[config.mk]
export PLATFORM = sky130hd
export DESIGN_NAME = fir_inverse_decoder
export DESIGN_NICKNAME = d
export VERILOG_FILES = /design/src/rtl/fir_inverse_decoder.sv
export SDC_FILE = /design/constraint.sdc
export NUM_CORES = 1
export LEC_CHECK = 0
export ABC_AREA = 1
export BUFFER_PORTS_ARGS = -buffer_cell sky130_fd_sc_hd__buf_2
export CAP_MARGIN = 20
export CORE_MARGIN = 2
export CORE_UTILIZATION = 55
export CTS_CLUSTER_DIAMETER = 200
export DETAILED_ROUTE_END_ITERATION = 8
export GPL_TIMING_DRIVEN = 0
export PLACE_DENSITY = 0.72
export SYNTH_ARGS = -nofsm -noshare
export SYNTH_HDL_FRONTEND = slang
export SYNTH_SLANG_ARGS = --single-unit
[constraint.sdc]
create_clock -name clk -period 3.4 [get_ports clk]
set_input_delay 0.17 -clock clk [delete_from_list [all_inputs] [get_ports clk]]
set_output_delay 0.17 -clock clk [all_outputs]
set_load 0.05 [all_outputs]
[src/rtl/fir_inverse_decoder.sv]
// fir_inverse_decoder
//   Streaming inverse of an N-tap all-ones moving-sum FIR.
//   Rebuilds x[n] = y[n] - x[n-1] - ... - x[n-N+1] with one subtract per cycle.
//   The result is saturated to DATA_WIDTH bits. The clipped value is what enters history.
//
// Ports
//   clk      in   clock, rising edge
//   rst      in   asynchronous active-low reset
//   y_in     in   filtered sample (DATA_WIDTH+4, signed)
//   y_valid  in   y_in holds a sample
//   y_ready  out  decoder idle and able to accept y_in
//   x_out    out  reconstructed sample (DATA_WIDTH, signed)
//   x_valid  out  x_out holds a sample
//   x_ready  in   consumer accepts x_out
//   x_ovf    out  x_out was saturated (qualified by x_valid)
module fir_inverse_decoder #(
  parameter int unsigned N          = 4,
  parameter int unsigned DATA_WIDTH = 8
) (
  input  logic                           clk,
  input  logic                           rst,
  input  logic signed [DATA_WIDTH+3:0]   y_in,
  input  logic                           y_valid,
  output logic                           y_ready,
  output logic signed [DATA_WIDTH-1:0]   x_out,
  output logic                           x_valid,
  input  logic                           x_ready,
  output logic                           x_ovf
);

  localparam int unsigned YW = DATA_WIDTH + 4;
  localparam int unsigned AW = DATA_WIDTH + 4 + $clog2(N) + 1;
  // Keep the history array and tap counter non-empty when N == 1.
  localparam int unsigned HN = (N > 1) ? N - 1 : 1;
  localparam int unsigned KW = (N > 2) ? $clog2(N) : 1;

  localparam logic signed [AW-1:0] SatMax = {{(AW-DATA_WIDTH+1){1'b0}}, {(DATA_WIDTH-1){1'b1}}};
  localparam logic signed [AW-1:0] SatMin = {{(AW-DATA_WIDTH+1){1'b1}}, {(DATA_WIDTH-1){1'b0}}};

  typedef enum logic [1:0] {StIdle, StSub, StOut} state_e;

  state_e                        r_state;
  logic signed [AW-1:0]          r_acc;
  logic        [KW-1:0]          r_k;
  logic signed [DATA_WIDTH-1:0]  r_hist [1:HN];
  logic signed [DATA_WIDTH-1:0]  r_x_out;
  logic                          r_ovf;

  logic signed [DATA_WIDTH-1:0]  w_tap;
  logic signed [AW-1:0]          w_acc_y;
  logic signed [AW-1:0]          w_acc_sub;
  logic signed [AW-1:0]          w_acc_fin;
  logic signed [DATA_WIDTH-1:0]  w_sat;
  logic                          w_ovf;

  // Handshake flags come from state alone, so no input reaches them combinationally.
  assign y_ready = (r_state == StIdle);
  assign x_valid = (r_state == StOut);
  assign x_out   = r_x_out;
  assign x_ovf   = r_ovf;

  always_comb begin
    w_tap     = r_hist[r_k];
    w_acc_y   = {{(AW-YW){y_in[YW-1]}}, y_in};
    w_acc_sub = r_acc - {{(AW-DATA_WIDTH){w_tap[DATA_WIDTH-1]}}, w_tap};
    // Value the accumulator takes on the edge that enters OUT.
    w_acc_fin = (r_state == StIdle) ? w_acc_y : w_acc_sub;
    w_sat     = w_acc_fin[DATA_WIDTH-1:0];
    w_ovf     = 1'b0;
    if (w_acc_fin > SatMax) begin
      w_sat = SatMax[DATA_WIDTH-1:0];
      w_ovf = 1'b1;
    end else if (w_acc_fin < SatMin) begin
      w_sat = SatMin[DATA_WIDTH-1:0];
      w_ovf = 1'b1;
    end
  end

  always_ff @(posedge clk or negedge rst) begin
    if (!rst) begin
      r_state <= StIdle;
      r_acc   <= '0;
      r_k     <= '0;
      r_x_out <= '0;
      r_ovf   <= 1'b0;
      for (int j = 1; j <= HN; j++) r_hist[j] <= '0;
    end else begin
      case (r_state)
        StIdle: begin
          if (y_valid) begin
            r_acc <= w_acc_y;
            r_k   <= KW'(1);
            if (N == 1) begin
              r_state <= StOut;
              r_x_out <= w_sat;
              r_ovf   <= w_ovf;
            end else begin
              r_state <= StSub;
            end
          end
        end
        StSub: begin
          r_acc <= w_acc_sub;
          r_k   <= r_k + KW'(1);
          if (r_k == KW'(N - 1)) begin
            r_state <= StOut;
            r_x_out <= w_sat;
            r_ovf   <= w_ovf;
          end
        end
        StOut: begin
          if (x_ready) begin
            // Clipped output becomes the newest history entry.
            for (int j = HN; j >= 2; j--) r_hist[j] <= r_hist[j-1];
            r_hist[1] <= r_x_out;
            r_state   <= StIdle;
          end
        end
        default: r_state <= StIdle;
      endcase
    end
  end

endmodule

Word-level counts from Yosys, hierarchy flattened
Cells that the tools add are included. Widths: inputs -> output; s select.

Register bits: 52. Output and inout bits: 11. Logic and storage cells: 41.

Add/sub/neg operators: 2. Magnitude comparators: 3. Eq/ne operators: 6. Mux-type cells: 15. Bitwise operators: 1. Reduce and logical (&&, ||, !) cells: 6.

Operator list (number): $mux 8 (4); $mux 15 (2); $pmux 15 s2 (1); $bmux 8 s2 (1); $gt 15x8->1 const B (1); $lt 15x8->1 const B (1); $sub 15x15->15 (1); $mux 2 (3); $pmux 2 s3 (1); $reduce_and 2->1 (3); $eq 2x2->1 const B (2); $ne 2x2->1 const B (2); $pmux 2 s2 (1); $ge 3x3->1 const B (1); $not 2->3 (1); $reduce_and 3->1 (1); $add 2x1->2 const B (1); $eq 2x1->1 const B (1); $logic_not 2->1 (1); $mux 1 (2); $ne 2x1->1 const B (1); $reduce_bool 2->1 (1).

Longest topological paths before layout
Depth after elaboration: 9. Mapped depth: 23. Depth with buffers taken out: 22.

Worst setup path before layout
No wires, ideal clock.

Path kind: reg-to-reg. From: reg r_k[1]. To: reg r_x_out[0] (netlist: x_out[0]). Arrival time: 2.457 ns. Required time: 3.277 ns. Setup slack: 0.820 ns. Stages on the path, launching flop included: 20. Cell sequence: dfrtp_1 > buf_4 > nor2_8 > nand2_1 > o21ai_0 > ha_1 > inv_1 > fa_1 > nand3_1 > nand3_2 > nand2_1 > nand3_1 > nand3_1 > nand2_1 > nor2_1 > nand3_1 > nand2_1 > nand2_2 > nor2_8 > a21oi_2.

Cells in the longest elaborated chain, start to end: 9.

RTL lines: start: declaration (line 44) `logic [KW-1:0] r_k;`; start signal: assignment (line 104) `r_k <= r_k + KW'(1);`; $not 2->3 (not written as such) (line 63) `w_tap = r_hist[r_k];`; $bmux 8 s2 (line 63); $mux 8 (not written as such) (2 in a row) (line 63); $sub 15x15->15 (line 65) `w_acc_sub = r_acc - {{(AW-DATA_WIDTH){w_tap[DATA_WIDTH-1]}}, w_tap};`; $mux 15 (line 67) `w_acc_fin = (r_state == StIdle) ? w_acc_y : w_acc_sub;`; $lt 15x8->1 (line 73) `end else if (w_acc_fin < SatMin) begin`; $mux 8 (line 73); $mux 8 (line 70) `if (w_acc_fin > SatMax) begin`; end signal: assignment (line 95) `r_x_out <= w_sat;`; end signal: assignment (line 107) `r_x_out <= w_sat;`; end: declaration (line 46) `logic signed [DATA_WIDTH-1:0] r_x_out;`.

Parallel ways exist; a longest one is shown, timed or not. The select of a mux whose other input is x is not followed. A chain may end at the register's enable or synchronous reset.

Worst setup path in the final report
From: reg r_k[1]. To: reg r_x_out[5] (netlist: x_out[5]).

Same word-level chain as after synthesis.

==> impl_metrics.ini <==
[status]
status = finished clean

[clock_network]
clock_latency_ns = 0.31
cts_tree = done
numCtsBuffers = 5
cts.sinks = 52
ctsHtreeMaxLevel = 2
cts-root-buf = clkbuf_8
clk_path_buf_depth = 2
clk_pin_slew_ns = 0.10

[yosys]
synthCells = 502
ys_ff_latch = 52
synthArstFlopShare = 1.000
yosysUniqueCellTypes = 36
synth_edf_count = 0
synth_most_common_cell = nand2_1
synthTopCellsByCount = nand2_1, inv_1, dfrtp_1
synthFlopType = dfrtp_1
seq_area_frac_synth = 0.3672
syn_avg_cell_area_um2 = 7.059
synth_top_area_cell = dfrtp_1
synth_warnings = 0
yosys-top-cells-area = dfrtp_1, nand2_1, inv_1, ha_1, nand3_1
netlist_area_mm2 = 0.003543
syn-num-nets = 535
synth_top_area_share = 0.3672

[sta]
final-hold-violation-count = 0
max_freq_mhz = 322.8
period_needed_ns = 3.098
rsz0062_at_grt = no
finalSetupTns_ns = 0
relSlewSlack = 0.4499
report.final.slew_viol_count = 0
setup_viol = 0
worst_slew_pin_slew_ns = 0.8222
fin_crit_sh = 0.9113
final.setup_skew_ns = 0.005349

[grt]
grt_max_degree = 34
grt_pass1_vias = 3147
overflow = 0
track_usage = 0.2623
antenna_found_initial = 0
grt_pass1_wl_mm = 14.99

[critical_path]
crit_chain = buf_4, nor2_8, nand2_1, o21ai_0, ha_1, inv_1, fa_1, nand3_1, nand3_2, nand2_1, nand3_1, nand3_1, nand2_1, nor2_1, nand3_1, nand2_1, nand2_2, nor2_8, a21oi_2
critPathTopFamily = simple AND/OR/NAND/NOR gates
critPathMaxFanout = 10
path_buf_inv = 2
cp-start-kind = register
cp.arrival_ns = 3.30
crit_path_end_kind = register
path_class = register to register
crit_required_ns = 3.60
critPathSlowestCell = fa_1
max_stage_delay_ns = 0.46

[cells_and_area]
synthToLayoutAreaGrowth_pct = 9.781
drive_gt1_frac = 0.1320
diodes = 0
fillCellCount = 588
fin_nets = 570

[min_path]
min_path_type = input pin to register

[floorplan]
pin_count = 27
dieArea_mm2 = 0.007101
die_width_um = 84.27
core_area_mm2 = 0.006277
rows = 29
start_util = 0.5645
fp.dieH_um = 84.27

[detailed_routing]
wl_per_cell_um = 14.27
drt-initial-drc-count = 188
dr.pass1.iters = 5
vias = 3259
viasPerCell = 5.299
ant_nets = 0
drc = 0
totalWireLength_mm = 8.776

[place]
gp_congestion = 1.006
dpl.hpwl_mm = 6.863
portBuffers = 26

[run]
maxCapViolCount = 0
==> path summary, 6_finish.rpt <==
check                             end       from  slack, ns  cells past startpoint
setup / recovery             x_out[5]     r_k[1]       0.30                     19
hold / removal             r_state[1]    x_ready       0.06                      2
setup reg to reg             x_out[5]     r_k[1]       0.30                     19
hold reg to reg             r_hist[7]  r_hist[7]       0.50                      2
max in group asynchronous  r_state[0]        rst       2.50                      3
min in group asynchronous    r_acc[5]        rst       0.35                      2
==> flip-flops by register name (all words and copies together) (netlist names) <==
| signal | flops |
|---|---|
| r_hist | 24 |
| r_acc | 15 |
| x_out | 8 |
| r_k | 2 |
| r_state | 2 |
| x_ovf | 1 |
==> layer usage <==
metal / track usage / vias to the layer above / wire length (um)
met5: 0 / - / 0
met4: 0.07331 / 0 / 103
met3: 0.03048 / 10 / 507
met2: 0.4120 / 92 / 3915
met1: 0.3853 / 1504 / 4250
li1: - / 1653 / -
==> per-stage QoR <==
| step | hold WS, ns | instances | util | worst slack [ns] | instance area, um^2 |
|---|---|---|---|---|---|
| after global placement | 0.3856 | 605 | 0.6006 | 0.2699 | 3770 |
| after floorplan | -0.1256 | 502 | - | 0.8204 | 3543 |
| after detailed placement | 0.1678 | 606 | 0.6037 | 0.2220 | 3790 |
| after CTS | 0.05292 | 615 | 0.6195 | 0.1976 | 3889 |
| after global routing | 0.06648 | 615 | 0.6197 | 0.08454 | 3890 |
| final | 0.05981 | 615 | 0.6197 | 0.3016 | 3890 |
==> cell usage in the layout (no fill, tap or decap), types with 2 or more instances in the layout <==
master | synthesis | routed
a21oi_1 | 17 | 17
a21oi_2 | 7 | 7
a22oi_1 | 6 | 6
and2_1 | 3 | 3
buf_2 | 1 | 27
buf_4 | 2 | 2
clkbuf_1 | 9 | 9
clkbuf_8 | 0 | 5
dfrtp_1 | 52 | 52
ha_1 | 16 | 16
inv_1 | 75 | 75
nand2_1 | 171 | 171
nand2_2 | 7 | 7
nand3_1 | 35 | 35
nand3_2 | 6 | 6
nand4_1 | 3 | 3
nor2_1 | 26 | 26
nor2_2 | 2 | 2
nor2_4 | 2 | 2
nor2_8 | 2 | 2
o211ai_1 | 9 | 9
o21ai_0 | 33 | 33
xnor2_1 | 3 | 3
xor2_1 | 2 | 2
==> what timing repair did <==
action                                 in CTS  in global routing
endpoints found under the hold margin      19                  0
hold buffers                                1                  0
setup buffers                               0                  0
setup endpoints to repair                   0                  8
resized for setup                           0                  2
==> layout make-up <==
class	instances	area (um^2)	share of cell area
flip-flops and latches	52	1301	0.3345
well taps	77	96.34	0.02477
clock inverters	2	16.27	0.004181
clock buffers	6	72.57	0.01866
plain buffers	13	58.81	0.01512
repair buffers	28	160.2	0.04117
multi-input cells	359	1889	0.4857
inverters	78	295.3	0.07591
==> cells by family after synthesis <==
group / after synthesis / synth area share
flops: 52 / 0.3672
fa+ha+maj: 17 / 0.06215
compound gates: 75 / 0.1278
buf+inv: 91 / 0.09957
simple gates: 262 / 0.3309
xor+xnor: 5 / 0.01236
Power is not shown: default switching activity piles up to over one toggle a cycle in this logic, so the estimate is an artifact.
